===== src/rtl/register_access_controller_pkg.sv =====
// rtl/register_access_controller_pkg.sv - shared constants and FSM encoding for the register access controller
// Contents: DEFAULT_WIDTH (operand/result register width), 3-bit binary state
// encodings and the state_t enum built from them.
`timescale 1ns/1ps
package register_access_controller_pkg;

    // Width shared by the multiplier operand/result register instances.
    localparam int DEFAULT_WIDTH = 32;

    localparam logic [2:0] ST_IDLE   = 3'd0;
    localparam logic [2:0] ST_WRITE  = 3'd1;
    localparam logic [2:0] ST_READ   = 3'd2;
    localparam logic [2:0] ST_RDWAIT = 3'd3;
    localparam logic [2:0] ST_RESP   = 3'd4;

    typedef enum logic [2:0] {
        IDLE   = ST_IDLE,
        WRITE  = ST_WRITE,
        READ   = ST_READ,
        RDWAIT = ST_RDWAIT,
        RESP   = ST_RESP
    } state_t;

endpackage


===== src/rtl/register_access_controller.sv =====
// rtl/register_access_controller.sv - valid/ready initiator for one N-bit storage register
// Ports:
//   clk, reset                    : clock, synchronous active-high reset
//   reqValid/reqReady/reqWrite/reqData : request channel (write data or read command)
//   rspValid/rspReady/rspData     : read response channel
//   regDataIn/regWriteEnable/regReadEnable : drive the target register
//   regDataOut/regAccessError     : sampled from the target register
//   errorSticky                   : latched regAccessError, cleared only by reset
//   busy                          : controller not in IDLE
`timescale 1ns/1ps
module register_access_controller
    import register_access_controller_pkg::*;
#(
    parameter int N = DEFAULT_WIDTH
) (
    input  logic         clk,
    input  logic         reset,
    input  logic         reqValid,
    output logic         reqReady,
    input  logic         reqWrite,
    input  logic [N-1:0] reqData,
    output logic         rspValid,
    input  logic         rspReady,
    output logic [N-1:0] rspData,
    output logic [N-1:0] regDataIn,
    output logic         regWriteEnable,
    output logic         regReadEnable,
    input  logic [N-1:0] regDataOut,
    input  logic         regAccessError,
    output logic         errorSticky,
    output logic         busy
);

    state_t state;

    // Gated by reset so nothing is accepted in a cycle whose edge resets us.
    assign reqReady = (state == IDLE) && !reset;
    assign busy     = (state != IDLE);

    always_ff @(posedge clk) begin
        if (reset) begin
            state          <= IDLE;
            regWriteEnable <= 1'b0;
            regReadEnable  <= 1'b0;
            regDataIn      <= '0;
            rspValid       <= 1'b0;
            rspData        <= '0;
            errorSticky    <= 1'b0;
        end else begin
            // Diagnostic only; the sequencing below ignores it.
            if (regAccessError) begin
                errorSticky <= 1'b1;
            end

            case (state)
                IDLE: begin
                    if (reqValid) begin
                        if (reqWrite) begin
                            regDataIn      <= reqData;
                            regWriteEnable <= 1'b1;
                            state          <= WRITE;
                        end else begin
                            regReadEnable  <= 1'b1;
                            state          <= READ;
                        end
                    end
                end

                WRITE: begin
                    regWriteEnable <= 1'b0;
                    state          <= IDLE;
                end

                // The register loads dataOut at the edge closing this state.
                READ: begin
                    regReadEnable <= 1'b0;
                    state         <= RDWAIT;
                end

                RDWAIT: begin
                    rspData  <= regDataOut;
                    rspValid <= 1'b1;
                    state    <= RESP;
                end

                RESP: begin
                    if (rspReady) begin
                        rspValid <= 1'b0;
                        state    <= IDLE;
                    end
                end

                default: begin
                    regWriteEnable <= 1'b0;
                    regReadEnable  <= 1'b0;
                    rspValid       <= 1'b0;
                    state          <= IDLE;
                end
            endcase
        end
    end

endmodule


===== config.mk =====
export PLATFORM = sky130hd
export DESIGN_NAME = register_access_controller
export DESIGN_NICKNAME = d
export VERILOG_FILES = /design/src/rtl/register_access_controller_pkg.sv /design/src/rtl/register_access_controller.sv
export SDC_FILE = /design/constraint.sdc
export NUM_CORES = 1
export LEC_CHECK = 0
export CORE_ASPECT_RATIO = 0.9
export CORE_MARGIN = 4
export CORE_UTILIZATION = 44
export DETAILED_ROUTE_END_ITERATION = 6
export GPL_ROUTABILITY_DRIVEN = 0
export GPL_TIMING_DRIVEN = 0
export PLACE_DENSITY = 0.91
export SLEW_MARGIN = 20
export SYNTH_ARGS = -nofsm -noshare
export SYNTH_HDL_FRONTEND = slang
export SYNTH_SLANG_ARGS = --single-unit

===== constraint.sdc =====
create_clock -name clk -period 3.4 [get_ports clk]
set_clock_uncertainty 0.1 [all_clocks]
set_input_delay 0.85 -clock clk [delete_from_list [all_inputs] [get_ports clk]]
set_output_delay 0.85 -clock clk [all_outputs]
set_load 0.01 [all_outputs]

After elaboration in Yosys (flattened, before gate mapping). Cells that the tools add are included. Widths: inputs -> output; s select.

Shift-type cells: 0. Equality and inequality tests: 8. Div/mod/pow operators: 0. Reductions and logical operators: 12. Mux-type cells: 12. Order comparisons: 0. $mul: 0. Bitwise operators: 3. Add/sub/neg operators: 0.

Operators by type and width (number): $pmux 3 s4 (1); $reduce_and 3->1 (3); $reduce_or 3->1 (3); $ne 2x2->1 const B (4); $eq 3x2->1 const B (2); $mux 3 (2); $mux 1 (5); $pmux 1 s2 (2); $reduce_and 2->1 (2); $eq 3x1->1 const B (1); $eq 3x3->1 const B (1); $logic_not 3->1 (1); $not 1->1 (3); $pmux 1 s3 (1); $reduce_bool 3->1 (1); $mux 2 (1); $logic_and 1x1->1 (1); $logic_not 1->1 (1).

Bits of input ports: 70. Logic and storage cells: 42. Bits in latches: 0. Output and inout port bits: 70. Memory bits (read-only): 0. Flip-flop bits (word level): 71. Memory bits (writable): 0. Memories: 0.

Logic depth before layout (Yosys ltp). Gate-level depths: netlist of run 1.

Depth after elaboration: 4. Gate-level depth with buffers: 6. Mapped depth without buffers: 3.

Worst setup path before layout of run 1. OpenSTA, ideal clock, no wires.

Kind: input to output. Start: in reset. End: out reqReady. Cell stages on the path: 3. Arrival: 1.607 ns. Path buffers: 1. Path slack: 0.843 ns. Required time: 2.450 ns. Cells stage by stage: clkbuf_1 -> or3_2 -> nor2_1.

Word-level cells in the longest chain between the ends: 2.

RTL lines: start: declaration (RTL line register_access_controller.sv:17) `input logic reset,`; $logic_not 1->1 (RTL line register_access_controller.sv:37) `assign reqReady = (state == IDLE) && !reset;`; $logic_and 1x1->1 (RTL line register_access_controller.sv:37); end: declaration (RTL line register_access_controller.sv:19) `output logic reqReady,`.

No other way between the ends.

Worst setup path after layout of run 1. Same ends and word-level chain as after synthesis.

==> results.ini, run 1 <==
[timing]
layout_setup_ws_ns = 0.282
fmax_ghz = 0.321
tightest_slew_ns = 0.431
hold_viol = 0
maxSlewViolCount = 0
fin_crit_sh = 0.917
fin_tns_setup_ns = 0
slew_headroom = 0.713
finalSetupViolations = 0
layout_min_cycle_time_ns = 3.12
rsz0062_at_grt = no

[grt]
overflow = 0
grt_pass1_vias = 2676
grt_max_degree = 12
use_met2 = 0.353
grt_use_met1 = 0.221
grt_antenna_before_repair = 0
busiest_layer = met2
track_usage = 0.198
grtUsageMet3 = 0.0663
grt_pass1_wl_um = 12400

[cells_and_area]
register_area_um2 = 1420
insertedDiodeCount = 0
fill_cells = 453
fin_nets = 536
area_growth_pct = 57.9
multi_input_area_um2 = 1310
layout-drive-gt1-share = 0.0596

[clock_network]
postCtsSetupBuffers = 0
cts_buffers = 9
hold_buffers = 0
clk_pin_slew_ns = 0.07
cts_buffer_depth = 2
clock-root-buffer = clkbuf_8
htree_num_levels = 3
cts_resized = 0
cts_tree = built
cts.sinks = 71
clk_latency_ns = 0.34

[synth]
synth.area.top_cells = dfxtp_1 49%, nand2b_1 14%, mux2i_1 11%, nand2_1 8.5%, a21oi_1 6.2%
ys_seq_area_frac = 0.493
synth_top_area_share = 0.493
async_flop_share = 0
synth-seq-cells = 71
yosys.cell_types.count = 25
syn_inst = 317
syn-cell-area_um2 = 2880
synth_flop_cell = dfxtp_1
yosysMostFrequentCell = dfxtp_1
synth_top_cell_by_area = dfxtp_1
synth_edf_count = 0
postSynthAreaPerCell_um2 = 9.10
synth_commonest_cells = 71 x dfxtp_1, 65 x nand2_1, 64 x nand2b_1
yosysWarnings = 0
syn_nets = 387

[placement]
post-place-ws_ns = 0.267
dpl.hpwl_um = 5950
io_buffers = 138

[worst_setup_path]
crit_required_ns = 2.45
reg2reg_to = regDataIn[26]$_SDFFE_PP0P_
r2r_setup_slack_ns = 1.80
path_max_fanout = 10
endpoint_kind = output pin
crit_chain = clkbuf_1, or3_2, nor2_1, clkdlybuf4s50_1
worstPathBufferInverterCount = 2
path_class = primary input to output pin
r2r-start = state[2]$_SDFFE_PP0P_
reg2reg_depth = 4
arrival_ns = 2.17
crit_family = buffers and inverters
critical-path-max-stage-delay_ns = 0.56
start_kind = primary input
critPathSlowestCell = clkdlybuf4s50_1

[detailed_routing]
drc = 0
firstDrtPassIters = 4
drt_iter0_drc = 61
wl_per_cell_um = 13.8
via_count = 2604
via_per_inst = 4.68
drt-total-wl_um = 7680
final_antenna_net_count = 0

[die]
initial_core_util = 0.461
rows = 27
die_x_um = 93.3
ios = 140
die_y_um = 84.8
core-area_um2 = 6250
dieArea_um2 = 7920

[power_and_ir_drop]
p_per_area_nw_per_um2 = 395
irDropWorstVdd_mv = 0.258
p_leak_nw = 1.61

[hold_path]
min_to = regWriteEnable$_SDFFE_PP0P_
worstHoldPathCells = 2
hold_path.class = flip-flop to flip-flop
min-delay-start = regWriteEnable$_SDFFE_PP0P_

[flow_run]
maxCapViolations = 0

[status]
outcome = finished, final reports clean

## cell type report
cell class	count	share of cell area
Buffer	23	0.0330
Clock inverter	4	0.0104
Sequential cell	71	0.312
Timing Repair Buffer	138	0.303
Inverter	2	0.00165
Multi-Input combinational cell	221	0.287
Tap cell	87	0.0239
Clock buffer	11	0.0289
## cell usage in the layout, fill, tap and decap left out, drive strengths merged, types with 2 or more instances in the layout
master,Yosys,layout
or3,2,2
nand2b,64,64
clkdlybuf4s50,0,138
a21oi,36,36
nand2,65,65
clkinv,0,2
buf,11,11
clkbuf,12,23
mux2i,32,32
nor2,10,10
dfxtp,71,71
nor2b,3,3
inv,2,2
## logic make-up after synthesis
group,after synthesis,share of synthesized area
compound gates,41,0.0751
simple gates,148,0.266
buf+inv,25,0.0547
mux,32,0.111
flops,71,0.493
## report_power, final
group / leakage, nW / switching [W] / internal (W)
registers: 0.577 / 0.0000163 / 0.000863
logic: 0.946 / 0.000109 / 0.000181
clock network: 0.0892 / 0.000296 / 0.000333
total: 1.61 / 0.000421 / 0.00138
## routing by layer
layer | part of all wire | routed length [um] | vias to the layer above
met2 | 0.50 | 3810 | 90
met5 | 0 | 0 | -
met3 | 0.079 | 607 | 11
met4 | 0.014 | 108 | 0
li1 | - | - | 1317
met1 | 0.41 | 3160 | 1186
## how the worst max path moves through the flow
stage	from	to	slack [ns]	depth (start not counted)
CTS	reset	reqReady	0.25	4
detailed placement	reset	reqReady	0.27	4
finish	reset	reqReady	0.28	4
global placement	reset	reqReady	0.27	4
global route	reset	reqReady	0.22	4
floorplan	reset	reqReady	0.84	3
## flip-flops by register name (all words and copies together) (netlist names)
name            count
errorSticky         1
regDataIn          32
regReadEnable       1
regWriteEnable      1
rspData            32
rspValid            1
state               3
## through the flow
step	instance area [um2]	utilization	instances	total power, W	hold slack [ns]
after floorplan	2880	-	317	0.00102	0.376
after global placement	4370	0.700	542	0.00118	0.341
after CTS	4550	0.729	557	0.00182	0.357
after global routing	4550	0.729	557	0.00188	0.377
after detailed placement	4370	0.700	542	0.00119	0.349
final	4550	0.729	557	0.00180	0.353
## worst min-delay path: stages, from the launching register on
cell,delay [ns]
dfxtp_1,0.31
inv_1,0.05
a211oi_1,0.05
Note: power is estimated with default switching activity, not from simulation.
==> run 2, diff against run 1 <==
CORE_UTILIZATION = 40   (was 44)
PLACE_DENSITY = 0.84   (was 0.91)
clock period = 3.25 ns   (was 3.4 ns; I/O delays follow)
==> results.ini, run 2 (synthesized netlist as in run 1, its figures left out) <==
[cells_and_area]
finalNonFillerCells = 564  ; +1.3%
fin_nets = 536  ; unchanged
layout_common_cells = 138 x clkdlybuf4s50_1, 71 x dfxtp_1, 65 x nand2_1
insertedDiodeCount = 0  ; unchanged
post-route-util = 0.651  ; -0.0780
layout-drive-gt1-share = 0.0637  ; +0.00412
reg_top3 = regDataIn x32, rspData x32, state x3
fill_cells = 607  ; +34%
area_growth_pct = 58.8
final_common_cell = clkdlybuf4s50_1

[grt]
grt_pass1_wl_um = 12200  ; -1.8%
grt_pass1_vias = 2592  ; -3.1%
track_usage = 0.179  ; -0.0188
grt_max_degree = 14  ; +2
grt_antenna_before_repair = 0  ; unchanged
overflow = 0  ; unchanged

[detailed_routing]
drt-total-wl_um = 7570  ; -1.4%
drt_iter0_drc = 57  ; -6.6%
via_per_inst = 4.63  ; -0.86%
drc = 0  ; unchanged
firstDrtPassIters = 4  ; unchanged
via_count = 2614  ; +0.38%
wl_per_cell_um = 13.4  ; -2.7%
final_antenna_net_count = 0  ; unchanged

[timing]
maxSlewViolCount = 0  ; unchanged
finalSetupViolations = 0  ; unchanged
rsz0062_at_grt = no
hold_viol = 0  ; unchanged
fin_tns_setup_ns = 0  ; unchanged
slew_headroom = 0.705  ; -0.00710
layout_min_cycle_time_ns = 3.07
fmax_ghz = 0.325
tightest_slew_ns = 0.442  ; +0.0107 ns
layout_setup_ws_ns = 0.177  ; -0.105 ns
fin_crit_sh = 0.945

[clock_network]
postCtsSetupBuffers = 0  ; unchanged
cts_buffer_depth = 2  ; unchanged
hold_buffers = 0  ; unchanged
htree_num_levels = 3  ; unchanged
clock-root-buffer = clkbuf_8
cts.sinks = 71  ; unchanged
cts_tree = built
clk_latency_ns = 0.34  ; about the same
cts_resized = 0  ; unchanged
cts_buffers = 9  ; unchanged
clk_pin_slew_ns = 0.07  ; about the same

[die]
initial_core_util = 0.410  ; -0.0518
dieArea_um2 = 8630  ; +9.1%
die_y_um = 88.6  ; +4.4%
die_x_um = 97.5  ; +4.5%
core-area_um2 = 7040  ; +13%
rows = 29  ; +7.4%
ios = 140  ; unchanged

[placement]
io_buffers = 138  ; unchanged
dpl.hpwl_um = 5920  ; -0.44%
post-place-ws_ns = 0.164  ; -0.103 ns
place_inst = 548  ; +1.1%

[status]
outcome = finished, final reports clean

[worst_setup_path]
endpoint_kind = output pin
path_class = primary input to output pin
arrival_ns = 2.16  ; about the same
crit_required_ns = 2.34  ; -0.11 ns
r2r_setup_slack_ns = 1.64  ; -0.16 ns
path_max_fanout = 10  ; unchanged
start_kind = primary input

[power_and_ir_drop]
p_per_area_nw_per_um2 = 419  ; +6.1%
p_leak_nw = 1.61  ; about the same
irDropWorstVdd_mv = 0.316  ; +22%

[flow_run]
maxCapViolations = 0  ; unchanged

[hold_path]
hold_path.class = flip-flop to flip-flop

-- run 2: changes by cell type in the layout (fill, tap and decap cells not counted) --
cell / delta
clkinv_2: -2
clkinv_4: +1
clkinvlp_4: +2
inv_6: +1
clkbuf_1: -1
-- run 2: path summary, 6_finish.rpt --
kind / from / cells after the start / to
worst max-delay path: reset / 4 / reqReady
worst min-delay path: rspData[0]$_SDFFE_PP0P_ / 2 / rspData[0]$_SDFFE_PP0P_
worst max register to register: state[2]$_SDFFE_PP0P_ / 4 / regDataIn[25]$_SDFFE_PP0P_
worst min register to register: rspData[0]$_SDFFE_PP0P_ / 2 / rspData[0]$_SDFFE_PP0P_
-- run 2: critical path: stages --
cell and delay (ns):
clkbuf_1 0.18, or3_2 0.48, nor2_1 0.11, clkdlybuf4s50_1 0.58
-- run 2: final cells by class --
| class | count | area, um2 | area share |
|---|---|---|---|
| inverters | 2 | 7.51 | 0.00164 |
| clock inverters | 6 | 70.1 | 0.0153 |
| flip-flops and latches | 71 | 1420 | 0.310 |
| multi-input cells | 221 | 1310 | 0.285 |
| clock buffers | 10 | 128 | 0.0279 |
| well taps | 93 | 116 | 0.0254 |
| repair buffers | 138 | 1380 | 0.302 |
| plain buffers | 23 | 150 | 0.0328 |
-- run 2: per-stage QoR --
stage	hold WS, ns	cell area (um2)	total power, W
after floorplan	0.376	2880	0.00107
after global placement	0.342	4380	0.00124
after detailed placement	0.346	4380	0.00124
after CTS	0.356	4580	0.00195
after global routing	0.370	4580	0.00201
final	0.355	4580	0.00192
-- run 2: layer usage --
metal | routed length [um] | global-route usage
met1 | 3140 | 0.201
met2 | 3640 | 0.299
met3 | 645 | 0.0859
met4 | 150 | 0.0667
met5 | 0 | 0
-- run 2: report_power, final --
group	leakage (nW)	internal (W)	total (W)	switching, W
Sequential	0.577	0.000902	0.000919	0.0000172
Clock	0.0891	0.000358	0.000697	0.000339
Combinational	0.946	0.000190	0.000303	0.000113
Total	1.61	0.00145	0.00192	0.000470
